<file path="config.mk">
export PLATFORM = sky130hd
export DESIGN_NAME = ra_stack
export DESIGN_NICKNAME = d
export VERILOG_FILES = /design/src/rtl/ra_stack.sv
export SDC_FILE = /design/constraint.sdc
export NUM_CORES = 1
export LEC_CHECK = 0
export CAP_MARGIN = 10
export CORE_MARGIN = 8
export CORE_UTILIZATION = 60
export CTS_BUF_LIST = sky130_fd_sc_hd__clkbuf_4 sky130_fd_sc_hd__clkbuf_8 sky130_fd_sc_hd__clkbuf_16
export DETAILED_ROUTE_END_ITERATION = 10
export PLACE_DENSITY_LB_ADDON = 0.08
export SLEW_MARGIN = 25
export SYNTH_ARGS = -nofsm -noshare
export SYNTH_HDL_FRONTEND = slang
export SYNTH_SLANG_ARGS = --single-unit
</file>
<file path="constraint.sdc">
create_clock -name clock -period 5.4 [get_ports clock]
set_input_delay 1.08 -clock clock [delete_from_list [all_inputs] [get_ports clock]]
set_output_delay 1.08 -clock clock [all_outputs]
set_load 0.03 [all_outputs]
</file>
<file path="src/rtl/ra_stack.sv">
// ----------------------------------------------------------------------------
// ra_stack -- hardware return-address stack for the fetch stage.
//
// Call instructions push their link address and return instructions pop it.
// The top entry is presented on `ra` for the PC block's return path. The stack
// shares the PC write-enable, so a stall freezes both together.
//
// Optional build macro:
//   RAS_WRAP_EN  defined   -> circular stack. A push when full overwrites the
//                             oldest entry and sets overflow.
//                undefined -> bounded stack. A push when full is dropped and
//                             sets overflow.
//
// Ports:
//   clock      in   system clock, rising-edge active
//   reset      in   asynchronous active-high reset
//   rasWrite   in   update enable (driven with pcWrite); gates push/pop
//   push       in   call: store pushAddr as the new top
//   pop        in   return: discard the top entry
//   pushAddr   in   link address to push [ADDR_W]
//   clearErr   in   synchronous clear of the sticky error flags
//   ra         out  top-of-stack address, 0 when empty [ADDR_W]
//   count      out  number of valid entries, 0..DEPTH [PTR_W+1]
//   empty      out  count == 0
//   full       out  count == DEPTH
//   overflow   out  sticky: a push was lost or an entry was overwritten
//   underflow  out  sticky: a pop was attempted while empty
// ----------------------------------------------------------------------------
module ra_stack #(
   parameter int DEPTH  = 8,   // power of two, >= 2
   parameter int PTR_W  = 3,   // log2(DEPTH)
   parameter int ADDR_W = 16
) (
   input  logic              clock,
   input  logic              reset,
   input  logic              rasWrite,
   input  logic              push,
   input  logic              pop,
   input  logic [ADDR_W-1:0] pushAddr,
   input  logic              clearErr,
   output logic [ADDR_W-1:0] ra,
   output logic [PTR_W:0]    count,
   output logic              empty,
   output logic              full,
   output logic              overflow,
   output logic              underflow
);

   localparam logic [PTR_W:0]   CNT_MAX = (PTR_W+1)'(DEPTH);
   localparam logic [PTR_W:0]   CNT_ONE = (PTR_W+1)'(1);
   localparam logic [PTR_W-1:0] PTR_ONE = PTR_W'(1);

   // State registers
   logic [PTR_W-1:0]  top_q, top_d;
   logic [PTR_W:0]    count_q, count_d;
   logic              ovf_q, ovf_d;
   logic              unf_q, unf_d;
   logic [ADDR_W-1:0] entry_q [DEPTH];

   // Entry-write request produced by the next-state logic
   logic              wr_en;
   logic [PTR_W-1:0]  wr_idx;

   // Outputs decode registered state only.
   assign empty     = (count_q == '0);
   assign full      = (count_q == CNT_MAX);
   assign ra        = empty ? '0 : entry_q[top_q];
   assign count     = count_q;
   assign overflow  = ovf_q;
   assign underflow = unf_q;

   // Next-state decode of the operation table.
   always_comb begin
      // NOTE: every signal driven here gets a default first so no path through
      // the case tree can leave it unassigned and infer a latch.
      top_d   = top_q;
      count_d = count_q;
      ovf_d   = ovf_q & ~clearErr;   // clear acts regardless of rasWrite;
      unf_d   = unf_q & ~clearErr;   // a same-cycle error event overrides it
      wr_en   = 1'b0;
      wr_idx  = top_q + PTR_ONE;

      // Reset gating keeps a pending entry write from landing during reset.
      if (rasWrite && !reset) begin
         if (push && pop && !empty) begin
            // Tail call: replace the top in place, no flag change even if full.
            wr_en  = 1'b1;
            wr_idx = top_q;
         end else if (push) begin
            // Also covers push+pop on an empty stack.
            if (!full) begin
               wr_en   = 1'b1;
               top_d   = top_q + PTR_ONE;
               count_d = count_q + CNT_ONE;
            end else begin
               ovf_d = 1'b1;
`ifdef RAS_WRAP_EN
               // Slot top+1 wraps onto the oldest entry; count stays at DEPTH.
               wr_en = 1'b1;
               top_d = top_q + PTR_ONE;
`endif
            end
         end else if (pop) begin
            if (!empty) begin
               top_d   = top_q - PTR_ONE;
               count_d = count_q - CNT_ONE;
            end else begin
               unf_d = 1'b1;
            end
         end
      end
   end

   // NOTE: non-blocking assignments for all clocked state so every register
   // samples the pre-edge values regardless of statement order.
   always_ff @(posedge clock or posedge reset) begin
      if (reset) begin
         top_q   <= '0;
         count_q <= '0;
         ovf_q   <= 1'b0;
         unf_q   <= 1'b0;
      end else begin
         top_q   <= top_d;
         count_q <= count_d;
         ovf_q   <= ovf_d;
         unf_q   <= unf_d;
      end
   end

   // NOTE: entry storage has no reset; count gates validity, so stale contents
   // are never observable and the array can map onto plain flops or RAM.
   always_ff @(posedge clock) begin
      if (wr_en) begin
         entry_q[wr_idx] <= pushAddr;
      end
   end

endmodule

</file>
==> out/metrics.cfg <==
[status]
outcome=finished clean

[worst_setup_path]
required_ps=4320
crit_path_max_incr_delay_ps=900
crit_chain=buf_4 -> mux4_2 -> mux2i_1 -> nor2_1 -> clkdlybuf4s50_1
worstPathArrival_ps=3200
cp_max_fo=23
path_class=register to output pin
cp_num_buf_inv=2
ff2ff_setup_slack_ps=1790
cp-start-kind=register
cp-end-kind=output pin
critPathTopFamily=buffers and inverters
cp_slowest_cell=dfrtp_2

[layout]
nets=369
drive_above_1_share_pct=22.8
diodes=0
area_growth_pct=22.4
multiInputGateArea_sq_um=1440
fin_area_sq_um=6830
final_common_cell=edfxtp_1
layout_common_cells=128 x edfxtp_1, 45 x clkdlybuf4s50_1, 32 x mux4_2
fin_util_pct=74.6
regArea_sq_um=4070
fillers=541

[route]
drt_pre_antenna_iters=5
wl_per_cell_um=22.9
drc=0
drt-total-wl_um=10700
routed_via_density=6.07
final_antenna_net_count=0
via_count=2828
dr.first_iter.drc_count=296

[synth]
synthArstFlopShare_pct=6.57
synth_compound_area_share_pct=1.95
postSynthAreaPerCell_sq_um=19.9
ys_top_cells_by_area=edfxtp_1 69%, mux4_2 13%, dfrtp_1 4.0%, mux2i_1 3.4%, nor2_1 1.3%
yosysWarnings=0
synthAdderAreaFrac_pct=1.26
yosysTopAreaCell=edfxtp_1
ys_ff_latch=137
ys_seq_area_share_pct=72.9
syn-instance-count=281
synth_top_area_share_pct=68.9
ys_types=36
synthFlopType=edfxtp_1
synth_mux_area_share_pct=16.9
synth_xor_area_share_pct=1.41
synth_edf_count=128
syn_area_sq_um=5580
synth_top_family_by_area=multiplexers
synth-simple-area-share_pct=3.99
syn_nets=308

[power_and_ir_drop]
ir_drop_mv=0.353
power.total_w=0.00389
p_per_area_nw_per_um2=570
p_leak_nw=2.31

[cts]
cts_resized=0
cts-hold-fix-buffers=0
htreeDepth=4
ctsRootBufferMaster=clkbuf_8
insertion_delay_ps=530
cts_max_path_buffers=2
post_cts_buffers=0
cts_tree=built
clock_sinks=137
clkTransAtPathRegs_ps=60
cts_buffers=17

[sta]
max_clock_freq_mhz=233
rsz0062_at_grt=false
setup_viol=0
tightest_slew_ps=1050
maxSlewViolCount=0
period_share_pct=79.3
skew_ps=8.37
period_needed_ps=4280
fin_tns_setup_ps=0
slew_headroom_pct=29.8
hold_ws_ps=524
hold_viol=0

[global_route]
grt.overflow.total=0
track_usage_pct=18.2
antenna_found_initial=0
grt_start_max_net_pins=37
grt_pass1_vias=2979
grt_pass1_wl_um=16900

[place]
placed_area_sq_um=6200
dp_hpwl_um=6280
gp_congestion=0.740
port_buffers=45

[floorplanning]
die-width_um=112
die_h_um=112
rows=35
start_util_pct=61.0
die-area_sq_um=12600
pin_count=46
core_sq_um=9150

[flow_run]
drv_cap=0

[worst_hold_path]
hold_class=register to register

==> cells in the mapped netlist (4+ instances only) <==
cell type,count
ha_1,4
mux2i_1,19
clkbuf_1,6
nor2_1,19
a21oi_1,4
dfrtp_1,9
edfxtp_1,128
inv_1,8
mux4_2,32
xnor2_1,6
nand3_1,6
==> worst register-to-register path, stage by stage, from the launching register on <==
cell and delay, ps:
dfrtp_2 900, buf_4 430, inv_1 150, ha_1 380, or3_1 430, a211oi_2 690, buf_4 340
==> where the power goes <==
group / switching, W / leakage, nW / internal [W] / total [W]
Sequential: 0.000110 / 1.26 / 0.00124 / 0.00135
Clock: 0.000458 / 0.303 / 0.000767 / 0.00123
Combinational: 0.000706 / 0.743 / 0.000608 / 0.00131
==> through the flow <==
step                worst slack [ps]  cells
finish                          1120    466
detailed placement              1600    434
global route                     900    466
floorplan                       1930    281
global placement                1610    434
CTS                             1020    466
==> cell families (layout without fill, tap and decap cells) <==
| group | after synthesis | count (layout) |
|---|---|---|
| DFF | 137 | 137 |
| AOI/OAI and AO/OA | 15 | 15 |
| buffers and inverters | 21 | 95 |
| adders and majority gates | 5 | 5 |
| and+or+nand+nor | 40 | 40 |
| xor gates and xnor gates | 9 | 9 |
| muxes | 54 | 54 |
==> layout make-up <==
cell class              instances  share of cell area (%)
clock inverters                14                    3.04
clock buffers                  18                    6.17
multi-input cells             123                    21.0
well taps                     111                    2.03
repair buffers                 55                    7.70
flip-flops and latches        137                    59.6
inverters                       8                   0.440
==> worst paths after layout <==
check                                          start                 endpoint  depth (start not counted)
worst min-delay path              overflow$_DFF_PP0_       overflow$_DFF_PP0_                          2
max in group asynchronous                      reset     top_q[0]$_DFFE_PP0P_                          2
worst min register to register    overflow$_DFF_PP0_       overflow$_DFF_PP0_                          2
min in group asynchronous                      reset     top_q[2]$_DFFE_PP0P_                          2
worst max register to register  top_q[0]$_DFFE_PP0P_  entry_q[5][8]$_DFFE_PP_                          6
worst max-delay path            top_q[0]$_DFFE_PP0P_                    ra[0]                          5
==> state kept, by name, summed over array words and instances, names as in the netlist <==
register   count
overflow       1
count          4
entry_q      128
top_q          3
underflow      1
==> routing by layer <==
layer / share of wire (%) / GRT usage (%)
met1: 43 / 22.5
met3: 6.4 / 6.92
met4: 1.1 / 6.92
met2: 49 / 28.7
met5: 0 / 0
(Power assumes the default switching activity.)
